### config.mk
export PLATFORM = sky130hd
export DESIGN_NAME = pipe_rr_arb
export DESIGN_NICKNAME = d
export VERILOG_FILES = /design/src/rtl/pipe_pkg.sv /design/src/rtl/rr_pick.sv /design/src/rtl/pipe_rr_arb.sv
export SDC_FILE = /design/constraint.sdc
export NUM_CORES = 1
export LEC_CHECK = 0
export CAP_MARGIN = 20
export CORE_MARGIN = 5
export CORE_UTILIZATION = 47
export CTS_BUF_LIST = sky130_fd_sc_hd__clkbuf_16
export DETAILED_ROUTE_END_ITERATION = 8
export GPL_TIMING_DRIVEN = 0
export PLACE_DENSITY = 0.95
export SYNTH_ARGS = -nofsm -noshare
export SYNTH_HDL_FRONTEND = slang
export SYNTH_SLANG_ARGS = --single-unit
### constraint.sdc
create_clock -name clock -period 6.7 [get_ports clock]
set_clock_uncertainty 0.1 [all_clocks]
set_input_delay 1.675 -clock clock [delete_from_list [all_inputs] [get_ports clock]]
set_output_delay 1.675 -clock clock [all_outputs]
set_load 0.005 [all_outputs]
### src/rtl/pipe_pkg.sv
// ---------------------------------------------------------------------------
// pipe_pkg
//   Shared definitions for the pipeline arbiters.
//   - pipe_state_e : packet arbitration state (IDLE = free to arbitrate,
//                    LOCK = a multi-beat packet owns the output stage)
//   - clog2        : ceiling log2, used to validate index-width parameters
// ---------------------------------------------------------------------------
package pipe_pkg;

  typedef enum logic [0:0] {
    PIPE_IDLE = 1'b0,
    PIPE_LOCK = 1'b1
  } pipe_state_e;

  // Ceiling log2 with clog2(1) = 0; written as a loop so it is usable in
  // constant expressions on every tool.
  function automatic int clog2(input int n);
    int r;
    int v;
    r = 0;
    v = 1;
    while (v < n) begin
      v = v * 2;
      r = r + 1;
    end
    return r;
  endfunction

endpackage

### src/rtl/rr_pick.sv
// ---------------------------------------------------------------------------
// rr_pick
//   Combinational round-robin priority picker. Searches eligible_i starting
//   at rr_ptr_i and wrapping modulo NUM; the first set bit wins.
//
//   Ports
//     eligible_i  [NUM]  candidate requesters
//     rr_ptr_i    [IDW]  highest-priority index this cycle (must be < NUM)
//     grant_o     [NUM]  one-hot winner, zero when nothing is eligible
//     idx_o       [IDW]  binary index of the winner (0 when none)
//     any_o              at least one requester is eligible
// ---------------------------------------------------------------------------
module rr_pick #(
  parameter int NUM = 4,
  parameter int IDW = 2
) (
  input  logic [NUM-1:0] eligible_i,
  input  logic [IDW-1:0] rr_ptr_i,
  output logic [NUM-1:0] grant_o,
  output logic [IDW-1:0] idx_o,
  output logic           any_o
);

  always_comb begin
    int j;
    j       = 0;
    grant_o = '0;
    idx_o   = '0;
    any_o   = 1'b0;
    for (int k = 0; k < NUM; k++) begin
      // Rotated index; rr_ptr_i < NUM so a single subtract is enough, and
      // indices >= NUM can never be produced even for non-power-of-2 NUM.
      j = int'(rr_ptr_i) + k;
      if (j >= NUM) begin
        j = j - NUM;
      end
      if (!any_o && eligible_i[j]) begin
        any_o      = 1'b1;
        grant_o[j] = 1'b1;
        idx_o      = IDW'(j);
      end
    end
  end

endmodule

### src/rtl/pipe_rr_arb.sv
// ---------------------------------------------------------------------------
// pipe_rr_arb
//   Packet-aware round-robin arbiter feeding one registered pipeline stage.
//   A requester that wins with a non-last beat keeps the grant until its
//   last beat is accepted. The output register loads whenever it is empty
//   or being drained in the same cycle (bubble-free).
//
//   Ports
//     clock       system clock
//     rst         synchronous, active-high reset
//     cfg_mask    [NUM]        per-requester enable (ignored while locked)
//     req_vld     [NUM]        requester i presents a beat
//     req_data    [NUM*DSIZE]  beat data, slice i = [i*DSIZE +: DSIZE]
//     req_last    [NUM]        beat is the last of its packet
//     req_reload  [NUM]        combinational accept strobe, one-hot or zero
//     out_vld                  output register holds a beat (downstream wr_en)
//     out_data    [DSIZE]      registered beat
//     out_id      [IDW]        source index of out_data
//     out_last                 registered last flag
//     low_empty               downstream takes out_data this cycle
//     busy                     a packet currently holds the grant
// ---------------------------------------------------------------------------
module pipe_rr_arb
  import pipe_pkg::*;
#(
  parameter int NUM   = 4,
  parameter int DSIZE = 8,
  parameter int IDW   = 2
) (
  input  logic                 clock,
  input  logic                 rst,
  input  logic [NUM-1:0]       cfg_mask,
  input  logic [NUM-1:0]       req_vld,
  input  logic [NUM*DSIZE-1:0] req_data,
  input  logic [NUM-1:0]       req_last,
  output logic [NUM-1:0]       req_reload,
  output logic                 out_vld,
  output logic [DSIZE-1:0]     out_data,
  output logic [IDW-1:0]       out_id,
  output logic                 out_last,
  input  logic                 low_empty,
  output logic                 busy
);

  generate
    if (IDW != clog2(NUM) || NUM < 2 || NUM > 16) begin : g_bad_param
      $error("pipe_rr_arb: NUM must be 2..16 and IDW must equal clog2(NUM)");
    end
  endgenerate

  pipe_state_e      state_q,    state_d;
  logic [IDW-1:0]   rr_ptr_q,   rr_ptr_d;
  logic [IDW-1:0]   lock_id_q,  lock_id_d;
  logic             out_vld_q,  out_vld_d;
  logic [DSIZE-1:0] out_data_q, out_data_d;
  logic [IDW-1:0]   out_id_q,   out_id_d;
  logic             out_last_q, out_last_d;

  logic [NUM-1:0]   eligible;
  logic [NUM-1:0]   pick_grant;
  logic [IDW-1:0]   pick_idx;
  logic             pick_any;

  logic             load_ok;
  logic             acc;
  logic [IDW-1:0]   acc_idx;
  logic [DSIZE-1:0] acc_data;
  logic             acc_last;

  assign eligible = req_vld & cfg_mask;

  // The output stage can take a new beat when empty, or when its current
  // beat leaves this same cycle.
  assign load_ok = !out_vld_q || low_empty;

  rr_pick #(
    .NUM (NUM),
    .IDW (IDW)
  ) u_pick (
    .eligible_i (eligible),
    .rr_ptr_i   (rr_ptr_q),
    .grant_o    (pick_grant),
    .idx_o      (pick_idx),
    .any_o      (pick_any)
  );

  // Accept decision. While locked only the owner is considered and its mask
  // bit is ignored so a packet in flight is never cut short.
  always_comb begin
    acc        = 1'b0;
    acc_idx    = '0;
    req_reload = '0;
    if (state_q == PIPE_IDLE) begin
      acc     = pick_any && load_ok;
      acc_idx = pick_idx;
      if (acc && !rst) begin
        req_reload = pick_grant;
      end
    end else begin
      acc     = req_vld[lock_id_q] && load_ok;
      acc_idx = lock_id_q;
      if (acc && !rst) begin
        req_reload[lock_id_q] = 1'b1;
      end
    end
  end

  assign acc_data = req_data[int'(acc_idx)*DSIZE +: DSIZE];
  assign acc_last = req_last[acc_idx];

  // Next-state for FSM, round-robin pointer and output register.
  always_comb begin
    state_d    = state_q;
    rr_ptr_d   = rr_ptr_q;
    lock_id_d  = lock_id_q;
    out_vld_d  = out_vld_q;
    out_data_d = out_data_q;
    out_id_d   = out_id_q;
    out_last_d = out_last_q;

    if (acc) begin
      out_vld_d  = 1'b1;
      out_data_d = acc_data;
      out_id_d   = acc_idx;
      out_last_d = acc_last;
      if (acc_last) begin
        // Packet complete: the requester after the winner gets top priority.
        state_d  = PIPE_IDLE;
        rr_ptr_d = next_idx(acc_idx);
      end else if (state_q == PIPE_IDLE) begin
        state_d   = PIPE_LOCK;
        lock_id_d = acc_idx;
      end
    end else if (out_vld_q && low_empty) begin
      // Drained with nothing to replace it: present an empty, zeroed stage.
      out_vld_d  = 1'b0;
      out_data_d = '0;
    end
  end

  always_ff @(posedge clock) begin
    if (rst) begin
      state_q    <= PIPE_IDLE;
      rr_ptr_q   <= '0;
      lock_id_q  <= '0;
      out_vld_q  <= 1'b0;
      out_data_q <= '0;
      out_id_q   <= '0;
      out_last_q <= 1'b0;
    end else begin
      state_q    <= state_d;
      rr_ptr_q   <= rr_ptr_d;
      lock_id_q  <= lock_id_d;
      out_vld_q  <= out_vld_d;
      out_data_q <= out_data_d;
      out_id_q   <= out_id_d;
      out_last_q <= out_last_d;
    end
  end

  assign out_vld  = out_vld_q;
  assign out_data = out_data_q;
  assign out_id   = out_id_q;
  assign out_last = out_last_q;
  assign busy     = (state_q == PIPE_LOCK);

  // Increment modulo NUM so the pointer never leaves 0..NUM-1.
  function automatic logic [IDW-1:0] next_idx(input logic [IDW-1:0] idx);
    if (idx == IDW'(NUM - 1)) begin
      return '0;
    end
    return idx + 1'b1;
  endfunction

endmodule

# Word-level counts from Yosys, hierarchy flattened
# Cells that the tools add are included.
word_totals:
  out_inout_bits: 17
  input_bits: 47
  reg_bits: 17
  word_cells: 117
classes:
  muxes: 57
  n_shift: 1
  addsub: 8
  eq_ne: 1
  n_reduce_logical: 22
  order_cmp: 15
  bitwise_logic: 6
op_table:
  columns: ["cell", "n"]
  rows:
  - ["greater-or-equal comparator 32 x 1 -> 1 bit, second input constant", 4]
  - ["< comparator 32 x 4 -> 1 bit, second input constant", 4]
  - ["2-to-1 mux 32 bit", 4]
  - ["greater-or-equal comparator 32 x 4 -> 1 bit, second input constant", 3]
  - ["subtractor 32 x 4 -> 32 bit, second input constant", 3]
  - ["variable part select 32 x 6 -> 8 bit", 1]
  - ["2-to-1 mux 4 bit", 7]
  - ["2-to-1 mux 1 bit", 26]
  - ["2-to-1 mux 8 bit", 2]
  - ["2-to-1 mux 2 bit", 7]
  - ["logical AND 1 bit", 13]
  - ["binary-select mux 1 bit (select 2 bit)", 6]
  - ["OR 4 bit", 3]
  - ["demux 1 bit (select 2 bit)", 5]
  - ["adder 2 x 2 -> 3 bit, second input constant", 2]
  - ["< comparator 2 x 3 -> 1 bit, second input constant", 2]
  - ["zero test 1 bit", 5]
  - ["AND 4 bit", 1]
  - ["subtractor 2 x 3 -> 4 bit, second input constant", 1]
  - ["adder 2 x 1 -> 3 bit, second input constant", 1]
  - ["greater-or-equal comparator 2 x 3 -> 1 bit, second input constant", 1]
  - ["AND reduction 3 bit", 1]
  - ["adder 2 x 1 -> 2 bit, second input constant", 1]
  - ["equality test 2 bit, second input constant", 1]
  - ["5 further kinds", 6]

# Depth between registers and ports, before layout
depth:
  depth_word: 21
  depth_mapped: 12
  mapped_depth_nobuf: 10

# Cells and area by module
# Synthesis repeated with hierarchy kept, for this count alone.
unflattened:
  hier_cells: 160
  hier_area_um2: 1551.5
modules_own_cells:
  columns: ["module", "area_each_um2", "cells_each", "seq_area_each_um2", "n_inst"]
  rows:
  - ["pipe_rr_arb", 1091.0, 112, 340.3, 1]
  - ["rr_pick", 460.4, 48, 0.0, 1]

# Worst setup path after synthesis
# OpenSTA, ideal clock, no wires.
synth_timing:
  kind: "input port to output port"
  start: "input cfg_mask[0]"
  end: "output req_reload[1]"
  setup_slack_ps: 1818
  path_stages: 6
  t_arrival_ps: 3107
  t_required_ps: 4925
  path_buffers: 1
  path_cell_list: "and2_1 -> buf_6 -> mux4_2 -> a222oi_1 -> a21oi_1 -> a41o_1"
synth_via:
  elab_chain_cells: 18
  elab_cells_between_ends: 34
  classes_between: "22 x mux; 4 x bitwise; 8 x reduce/logical"
synth_lines:
  columns: ["item", "line_no", "rtl"]
  rows:
  - ["start, declared", "pipe_rr_arb.sv:32", "input logic [NUM-1:0] cfg_mask,"]
  - ["AND 4 bit *", "pipe_rr_arb.sv:70", "assign eligible = req_vld & cfg_mask;"]
  - ["binary-select mux 1 bit (select 2 bit)", "rr_pick.sv:37", "if (!any_o && eligible_i[j]) begin"]
  - ["2-to-1 mux 1 bit (not written as such) (2 in a row)", "rr_pick.sv:37", null]
  - ["2-to-1 mux 1 bit", "rr_pick.sv:37", null]
  - ["zero test 1 bit", "rr_pick.sv:37", null]
  - ["logical AND 1 bit", "rr_pick.sv:37", null]
  - ["2-to-1 mux 1 bit", "rr_pick.sv:37", null]
  - ["zero test 1 bit", "rr_pick.sv:37", null]
  - ["logical AND 1 bit", "rr_pick.sv:37", null]
  - ["2-to-1 mux 1 bit", "rr_pick.sv:37", null]
  - ["zero test 1 bit", "rr_pick.sv:37", null]
  - ["logical AND 1 bit", "rr_pick.sv:37", null]
  - ["2-to-1 mux 1 bit", "rr_pick.sv:37", null]
  - ["logical AND 1 bit", "pipe_rr_arb.sv:94", "acc = pick_any && load_ok;"]
  - ["logical AND 1 bit", "pipe_rr_arb.sv:96", "if (acc && !rst) begin"]
  - ["2-to-1 mux 4 bit *", "pipe_rr_arb.sv:96", null]
  - ["2-to-1 mux 4 bit *", "pipe_rr_arb.sv:93", "if (state_q == PIPE_IDLE) begin"]
  - ["end, declared", "pipe_rr_arb.sv:36", "output logic [NUM-1:0] req_reload,"]
# Mark *: on every way between the ends. The rest lies on a longest branch, timed or not. The select of a mux whose other input is x is not followed.

# Worst setup path after layout
layout_timing:
  start: "input req_vld[1]"
  end: "output req_reload[3]"
layout_via:
  elab_chain_cells: 18
  elab_cells_between_ends: 39
  classes_between: "25 x mux; 4 x bitwise; 10 x reduce/logical"
layout_lines:
  columns: ["item", "line_no", "rtl"]
  rows:
  - ["start, declared", "pipe_rr_arb.sv:33", "input logic [NUM-1:0] req_vld,"]
  - ["AND 4 bit", "pipe_rr_arb.sv:70", null]
  - ["binary-select mux 1 bit (select 2 bit)", "rr_pick.sv:37", null]
  - ["2-to-1 mux 1 bit (not written as such) (2 in a row)", "rr_pick.sv:37", null]
  - ["2-to-1 mux 1 bit", "rr_pick.sv:37", null]
  - ["zero test 1 bit", "rr_pick.sv:37", null]
  - ["logical AND 1 bit", "rr_pick.sv:37", null]
  - ["2-to-1 mux 1 bit", "rr_pick.sv:37", null]
  - ["zero test 1 bit", "rr_pick.sv:37", null]
  - ["logical AND 1 bit", "rr_pick.sv:37", null]
  - ["2-to-1 mux 1 bit", "rr_pick.sv:37", null]
  - ["zero test 1 bit", "rr_pick.sv:37", null]
  - ["logical AND 1 bit", "rr_pick.sv:37", null]
  - ["2-to-1 mux 1 bit", "rr_pick.sv:37", null]
  - ["logical AND 1 bit", "pipe_rr_arb.sv:94", null]
  - ["logical AND 1 bit", "pipe_rr_arb.sv:96", null]
  - ["2-to-1 mux 4 bit", "pipe_rr_arb.sv:96", null]
  - ["2-to-1 mux 4 bit *", "pipe_rr_arb.sv:93", null]
# Marks and branches as above.

==> results.json <==
{
  "cts-htree-levels": 1,
  "drtIter0Drc": 101,
  "synth-main-ff-cell": "dfxtp_1",
  "finalPower_mw": 1.07,
  "grt_remaining_overflow": 0,
  "grt_max_degree": 11,
  "p_leak_nw": 0.965,
  "synth_edf_count": 0,
  "synthMuxAreaShare_pct": 16.5,
  "via_per_inst": 6.13,
  "p_clk_share_pct": 11.0,
  "path_clk_slew_ns": 0.05,
  "drive_above_1_share_pct": 7.28,
  "p_switching_mw": 0.461,
  "synth_top_family_by_area": "compound AO/OA/AOI/OAI gates",
  "end_kind": "output port",
  "r2r_start": "rr_ptr_q[1]$_SDFFE_PP0P_",
  "start_kind": "input pin",
  "yosysSeqAreaShare_pct": 20.9,
  "die_h_um": 68.9,
  "grt_pass1_wl_um": 8090,
  "fmax_mhz": 164,
  "wire_per_inst_um": 17.5,
  "slowest_delay_ns": 0.50,
  "rsz0062_at_grt": "no",
  "cts_made_buffers": 3,
  "ant_nets": 0,
  "ys_types": 46,
  "synth_seq_cells": 17,
  "synth_xor_area_share_pct": 0.538,
  "synth_area_um2": 1630,
  "vdd_ir_drop_max_mv": 0.268,
  "cap_violations": 0,
  "drtPass1Iterations": 4,
  "synth_simple_gate_area_share_pct": 19.4,
  "syn-num-nets": 249,
  "vias": 1882,
  "antenna_found_initial": 0,
  "synthCells": 194,
  "antenna_cells": 0,
  "crit_arrival_ns": 4.32,
  "initial_core_util_pct": 48.8,
  "hold_class": "register to register",
  "die_x_um": 68.9,
  "switching_share_pct": 43.2,
  "cts_tree": "built",
  "rows": 21,
  "finalCritPeriodShare_pct": 90.9,
  "async_flop_share_pct": 0,
  "path_common_cell": "clkdlybuf4s50_1",
  "drc": 0,
  "cts_resized": 0,
  "synth_compound_area_share_pct": 30.3,
  "power.internal_mw": 0.607,
  "worst_slew_pin_slew_ns": 1.03,
  "post-cts-setup-buffers": 0,
  "seq_power_share_pct": 18.5,
  "root_buffer": "clkbuf_16",
  "startpoint": "req_vld[1]",
  "nFillCells": 252,
  "nets": 317,
  "final_max_slew_viol_count": 0,
  "syn_avg_cell_area_um2": 8.40,
  "clock_sinks": 17,
  "clk_latency_ns": 0.25,
  "relSlewSlack_pct": 30.8,
  "crit_required_ns": 4.93,
  "cts_buffer_depth": 2,
  "grt_pass1_vias": 1757,
  "post-dp-hpwl_um": 4060,
  "setup_tns_ns": 0,
  "core_area_um2": 3340,
  "status": "complete, no violations",
  "port-buffer-count": 63,
  "timing.final.crit_period_ns": 6.09,
  "yosysWarnings": 0,
  "ios": 64,
  "cp_slowest_cell": "mux4_2",
  "ctsHoldBuffers": 0,
  "power_frac_comb_pct": 70.5,
  "dieArea_um2": 4740,
  "holdCritStartpoint": "out_data[3]$_SDFFE_PP0P_",
  "setup_viol": 0,
  "synth_adder_area_share_pct": 6.14,
  "hold_viol": 0,
  "power.density_nw_per_um2": 446,
  "crit_type": "input pin to output port",
  "area_growth_pct": 47.1,
  "worstPathMaxFanout": 10,
  "crit_chain": "clkdlybuf4s50_1, and2_4, buf_6, mux4_2, a311oi_2, a222oi_1, a21oi_1, a41o_1, clkdlybuf4s50_1",
  "grt_util_all_layers_pct": 22.3,
  "totalWireLength_um": 5360,
  "place.gp.congestion": 0.862
}
## registers in the layout, indices dropped and copies added, names as in the netlist
signal     flops
busy           1
rr_ptr_q       2
out_vld        1
out_id         2
out_last       1
out_data       8
lock_id_q      2
## worst paths after layout
path,slack [ns],end,cells past startpoint
min,0.35,out_data[3]$_SDFFE_PP0P_,1
max,0.61,req_reload[3],9
max reg2reg,3.25,rr_ptr_q[1]$_SDFFE_PP0P_,11
min reg2reg,0.35,out_data[3]$_SDFFE_PP0P_,1
## power groups by stage
stage,combinational (mW),clock (mW),sequential [mW]
after detailed placement,0.735,0,0.197
after floorplan,0.516,0,0.191
after global placement,0.720,0,0.194
final,0.754,0.118,0.197
after CTS,0.746,0.119,0.197
after global routing,0.810,0.124,0.204
## critical path, delay by kind of cell
family / cells / cell delay (ns)
mux: 1 / 0.50
simple gates: 1 / 0.18
buf+inv: 3 / 1.10
compound gates: 4 / 0.85
## per-layer routing
metal | vias to the layer above | routed length (um) | global-route usage, %
met5 | - | 0 | 0
met4 | 0 | 102 | 5.11
met3 | 10 | 336 | 5.67
met2 | 76 | 2850 | 39.0
met1 | 905 | 2080 | 27.4
li1 | 891 | - | -
## cell families (layout without fill, tap and decap cells)
group | Yosys count | count (layout)
simple gates | 61 | 61
compound gates | 67 | 67
buf+inv | 17 | 84
fa+ha+maj | 8 | 8
xor+xnor | 1 | 1
mux | 23 | 23
flops | 17 | 17
## layout make-up
| cell class | instances | area [um2] | share of cell area, % |
|---|---|---|---|
| clock buffer | 3 | 75.1 | 3.13 |
| multi-input combinational | 160 | 1190 | 49.5 |
| tap | 46 | 57.6 | 2.40 |
| inverter | 7 | 26.3 | 1.10 |
| sequential | 17 | 340 | 14.2 |
| timing repair buffer | 63 | 631 | 26.3 |
| clock inverter | 1 | 3.75 | 0.157 |
| buffer | 10 | 76.3 | 3.19 |
## Yosys cell counts, types with 6 or more instances
cell,count,share of area [%]
nor3_1,6,1.8
nor2_1,6,1.4
nand3_1,10,3.1
ha_1,8,6.1
dfxtp_1,17,21
mux2i_1,19,12
inv_1,7,1.6
a21o_1,10,4.6
a21oi_1,10,3.1
nand2_1,20,4.6
o22ai_1,10,3.8
## cell usage in the layout (no fill, tap or decap), drive strengths merged, types with 3 or more instances in the layout
cell type | netlist | final
a221oi | 3 | 3
clkdlybuf4s50 | 0 | 63
nand2 | 20 | 20
clkbuf | 4 | 7
mux2i | 20 | 20
dfxtp | 17 | 17
a21oi | 10 | 10
a211oi | 3 | 3
ha | 8 | 8
o21ai | 5 | 5
buf | 6 | 6
or3 | 3 | 3
inv | 7 | 8
a31oi | 3 | 3
nor3 | 6 | 6
and2 | 4 | 4
a21o | 10 | 10
o22ai | 10 | 10
nand2b | 3 | 3
nand3 | 10 | 10
nor2b | 4 | 4
a311oi | 4 | 4
nor2 | 6 | 6
## per-stage QoR
stage	setup slack (ns)	instances	cell area, um2	utilization (%)	hold slack, ns
2_1_floorplan	1.82	194	1630	-	0.351
3_3_place_gp	0.675	303	2320	69.4	0.332
3_5_place_dp	0.642	303	2320	69.4	0.338
4_1_cts	0.632	307	2400	71.8	0.349
5_1_grt	0.513	307	2400	71.8	0.377
6_report	0.609	307	2400	71.8	0.349
(Power assumes the default switching activity.)
